**config.mk**
```make
export PLATFORM = sky130hd
export DESIGN_NAME = dds_sweep_ctrl
export DESIGN_NICKNAME = d
export VERILOG_FILES = /design/src/rtl/dds_sweep_ctrl.sv
export SDC_FILE = /design/constraint.sdc
export NUM_CORES = 1
export LEC_CHECK = 0
export ABC_AREA = 0
export ABC_CLOCK_PERIOD_IN_PS = 3200
export CAP_MARGIN = 5
export CORE_MARGIN = 1
export CORE_UTILIZATION = 54
export DETAILED_ROUTE_END_ITERATION = 16
export GPL_ROUTABILITY_DRIVEN = 0
export GPL_TIMING_DRIVEN = 1
export PLACE_DENSITY_LB_ADDON = 0.1
export SYNTH_ARGS = -nofsm -noshare
export SYNTH_HDL_FRONTEND = slang
export SYNTH_SLANG_ARGS = --single-unit
export TNS_END_PERCENT = 10
```
**constraint.sdc**
```tcl
create_clock -name clk -period 3.2 [get_ports clk]
set_input_delay 0.64 -clock clk [delete_from_list [all_inputs] [get_ports clk]]
set_output_delay 0.64 -clock clk [all_outputs]
set_load 0.01 [all_outputs]
```
**src/rtl/dds_sweep_ctrl.sv**
```systemverilog
// Linear frequency-sweep controller for a DDS phase accumulator: steps the
// registered tuning word M from a latched start word by a latched step, with per-word dwell.
module dds_sweep_ctrl #(
  parameter int WIDTH = 32,
  parameter int CW    = 16
) (
  input  logic             clk,
  input  logic             reset,
  input  logic             start,
  input  logic             stop,
  input  logic             cont,
  input  logic [WIDTH-1:0] f_start,
  input  logic [WIDTH-1:0] f_step,
  input  logic [CW-1:0]    n_steps,
  input  logic [CW-1:0]    dwell,
  output logic [WIDTH-1:0] M,
  output logic [CW-1:0]    idx,
  output logic             busy,
  output logic             done
);

  typedef enum logic [1:0] {
    IDLE  = 2'd0,
    SWEEP = 2'd1,
    DONE  = 2'd2
  } state_t;

  state_t           state, state_nx;
  logic [CW-1:0]    cnt, cnt_nx;
  logic [WIDTH-1:0] m_nx;
  logic [CW-1:0]    idx_nx;
  logic             busy_nx, done_nx, load;

  // Shadow copies of the sweep program, frozen for the duration of a sweep.
  logic [WIDTH-1:0] f_start_r, f_step_r;
  logic [CW-1:0]    n_steps_r, dwell_r;
  logic             cont_r;

  always_comb begin
    // NOTE: every signal gets a default first so no path through the case infers a latch.
    state_nx = state;
    m_nx     = M;
    idx_nx   = idx;
    cnt_nx   = cnt;
    busy_nx  = 1'b0;
    done_nx  = 1'b0;
    load     = 1'b0;
    case (state)
      IDLE: begin
        if (start) begin
          load     = 1'b1;
          m_nx     = f_start;
          idx_nx   = '0;
          cnt_nx   = '0;
          busy_nx  = 1'b1;
          state_nx = SWEEP;
        end
      end
      SWEEP: begin
        busy_nx = 1'b1;
        // Abort takes priority over everything, including the end of the sweep.
        if (stop) begin
          busy_nx  = 1'b0;
          state_nx = IDLE;
        end else if (cnt != dwell_r) begin
          cnt_nx = cnt + 1'b1;
        end else begin
          cnt_nx = '0;
          if (idx != n_steps_r) begin
            m_nx   = M + f_step_r;
            idx_nx = idx + 1'b1;
          end else if (cont_r) begin
            m_nx   = f_start_r;
            idx_nx = '0;
          end else begin
            busy_nx  = 1'b0;
            done_nx  = 1'b1;
            state_nx = DONE;
          end
        end
      end
      DONE:    state_nx = IDLE;
      default: state_nx = IDLE;
    endcase
  end

  // NOTE: sequential state uses non-blocking assignments so every flop samples pre-edge values.
  always_ff @(posedge clk or negedge reset) begin
    if (!reset) begin
      state <= IDLE;
      M     <= '0;
      idx   <= '0;
      cnt   <= '0;
      busy  <= 1'b0;
      done  <= 1'b0;
    end else begin
      state <= state_nx;
      M     <= m_nx;
      idx   <= idx_nx;
      cnt   <= cnt_nx;
      busy  <= busy_nx;
      done  <= done_nx;
    end
  end

  // NOTE: shadow registers are reset too, so a post-reset sweep never sees stale program values.
  always_ff @(posedge clk or negedge reset) begin
    if (!reset) begin
      f_start_r <= '0;
      f_step_r  <= '0;
      n_steps_r <= '0;
      dwell_r   <= '0;
      cont_r    <= 1'b0;
    end else if (load) begin
      f_start_r <= f_start;
      f_step_r  <= f_step;
      n_steps_r <= n_steps;
      dwell_r   <= dwell;
      cont_r    <= cont;
    end
  end

endmodule

```
==> run_results.csv <==
group,metric,value,unit
pwr,p_leak,5.56,nW
cells_and_area,stdcell_count,1443,
synthesis,synth_top_area_share,45.4,%
clocking,htreeDepth,4,
synthesis,syn_avg_cell_area,8.45,sq um
global_route,grt_usage,28.9,%
global_route,grt_max_degree,103,
clocking,cts_hold_buf,0,
global_route,grt_first_pass_wirelength,39.8,mm
floorplanning,dieHeight,132,um
place,dp_slack,-34.9,ps
route,ant_nets,0,
synthesis,synthAdderAreaFrac,4.76,%
synthesis,synthSimpleGateAreaFrac,23.6,%
floorplanning,io_pins,151,
sta,fin_crit,3050,ps
synthesis,ys_seq_elements,165,
status,status,"finished clean",
synthesis,synth_top_family_by_area,"simple AND/OR/NAND/NOR gates",
sta,hold_ws,182,ps
route,num_vias,8104,
synthesis,synth_edf_count,0,
clocking,clock_latency,430,ps
sta,worst_pin_slew,693,ps
floorplanning,start_util,55.1,%
route,drc,0,
floorplanning,die_x,132,um
pwr,ir_drop,0.451,mV
global_route,overflow,0,
critical_path,crit_arrival,3380,ps
floorplanning,dieArea,0.0174,sq mm
sta,setup_slack,147,ps
critical_path,required,3530,ps
hold_path,hold_path_class,"in -> async",
sta,relSlewSlack,53.4,%
cells_and_area,antenna_cells,0,
critical_path,crit_path_start_kind,"flop",
critical_path,crit_path_start,"M[1]$_DFFE_PN0P_",
cells_and_area,multi_input_area,0.00475,sq mm
critical_path,critPathCaptureType,"flop",
floorplanning,num_rows,47,
critical_path,path_max_fanout,4,
clocking,clkTransAtPathRegs,70,ps
critical_path,worst-setup-path-type,"reg -> reg",
place,placed_cell_area,0.0109,sq mm
critical_path,r2r_cells,9,
clocking,cts.root.buffer_cell,"clkbuf_16",
synthesis,yosys-top-cells-area,"dfrtp_1, nand2_1, ha_1",
synthesis,synthTopCellsByCount,"nand2_1, dfrtp_1, o21ai_0",
cells_and_area,n_fill_cell,1328,
synthesis,synth_compound_gate_area_share,15.2,%
clocking,clock_path_buffers,2,
place,dp_cells,1410,
synthesis,yosys.area.top_type,"dfrtp_1",
synthesis,synth-async-reset-ratio,100,%
synthesis,syn_nets,1211,
cells_and_area,regArea,0.00413,sq mm
synthesis,synth.most_common_cell,"nand2_1",
cells_and_area,area_growth,26.4,%
synthesis,synth_mux_area_share,1.65,%
synthesis,synth_flop_cell,"dfrtp_1",
pwr,p_per_area,718,mW/mm^2
cells_and_area,nets,1345,
sta,timing.fmax,328,MHz
sta,drv_slew,0,
sta,rsz0062_at_grt,"no",
synthesis,seq_area_frac_synth,45.4,%
global_route,grt_pass1_vias,7841,
synthesis,syn-instance-count,1076,
clocking,tritoncts,"built",
synthesis,yosys_warnings,0,
clocking,clkSinkCount,165,
route,wl_per_cell,16.7,um
cells_and_area,drive_gt1_share,5.97,%
place,io_buffers,150,
synthesis,netlist_area,0.00910,sq mm
sta,setup_viol,0,
synthesis,ys_types,58,
sta,period_share,95.4,%
route,dr.pass1.iters,5,
run,cap_violations,0,
synthesis,synth-xor-area-share,6.26,%
route,routed_wl,24.0,mm
floorplanning,core,0.0165,sq mm
sta,finalClockSkew,9.52,ps
global_route,grt_antenna_before_repair,0,
cells_and_area,final_area,0.0115,sq mm
clocking,numCtsBuffers,17,
route,vias_per_cell,5.62,
critical_path,r2r-start,"M[1]$_DFFE_PN0P_",
route,first_iter_violations,591,
place,hpwl,16.6,mm
sta,final-hold-violation-count,0,
-- final timing paths --
check	end	slack, ps
setup / recovery	M[31]$_DFFE_PN0P_	150
hold / removal	n_steps_r[4]$_DFFE_PN0P_	180
setup reg to reg	M[31]$_DFFE_PN0P_	150
hold reg to reg	f_start_r[21]$_DFFE_PN0P_	470
max in group asynchronous	f_start_r[20]$_DFFE_PN0P_	2340
min in group clk	f_start_r[21]$_DFFE_PN0P_	470
-- flip-flops by register name, indices dropped and copies added, names as in the netlist --
register   count
state          2
f_start_r     32
done           1
n_steps_r     16
idx           16
busy           1
cont_r         1
dwell_r       16
cnt           16
f_step_r      32
M             32
-- cell families after synthesis --
| group | Yosys count |
|---|---|
| muxes | 15 |
| and+or+nand+nor | 502 |
| adders and majority gates | 34 |
| AOI/OAI and AO/OA | 225 |
| buffers and inverters | 70 |
| xor gates and xnor gates | 65 |
| DFF | 165 |
-- placed cells by master, fill, tap and decap left out, types with 20 or more instances in the layout --
master           Yosys  routed
nand2_1            333     332
dfrtp_1            165     165
clkdlybuf4s50_1      0     149
o21ai_0             73      73
a21oi_1             66      65
nor2_1              63      63
xor2_1              47      47
ha_1                33      33
a21o_1              26      26
nand3_1             20      20
-- critical path, stage by stage, from the launching register on --
cell and delay [ps]:
dfrtp_1 430, ha_1 310, a21oi_1 180, and4b_1 260
o31ai_1 380, nand4_1 350, a31o_2 340, a211oi_1 330
a221oi_1 130, o31ai_1 250
-- metrics by stage --
stage                     setup TNS (ps)  total power, mW  util [%]
after floorplan                        0             5.05         -
after global placement                 0             6.08      65.8
after detailed placement           -34.9             6.14      65.8
after CTS                              0             8.19      69.4
after global routing                   0             8.79      69.6
final                                  0             8.25      69.6
-- metal layers --
layer	share of wire [%]	wire, um	GRT usage, %	vias to the layer above
met5	0	0	0	-
met4	1.7	420	8.59	0
met3	6.0	1430	5.81	31
met2	46	11100	44.8	247
met1	46	11100	41.0	3876
li1	-	-	-	3950
-- area by class of cell --
class	instances	share of cell area, %
tap	220	2.39
timing repair buffer	172	14.9
clock inverter	12	1.03
clock buffer	20	3.97
inverter	13	0.424
multi-input combinational	841	41.3
sequential	165	35.9
-- report_power, final --
| group | internal (mW) | total (mW) | switching [mW] | leakage (nW) |
|---|---|---|---|---|
| combinational | 1.56 | 3.42 | 1.86 | 3.22 |
| sequential | 2.50 | 2.84 | 0.337 | 2.06 |
| clock | 1.12 | 2.00 | 0.872 | 0.274 |
-- timing repair --
item	CTS	global route
pin swaps	1	1
setup buffers	1	0
gates cloned	0	0
setup endpoints to repair	2	5
resized for setup	1	4
Power figures use the tool's default switching activity.
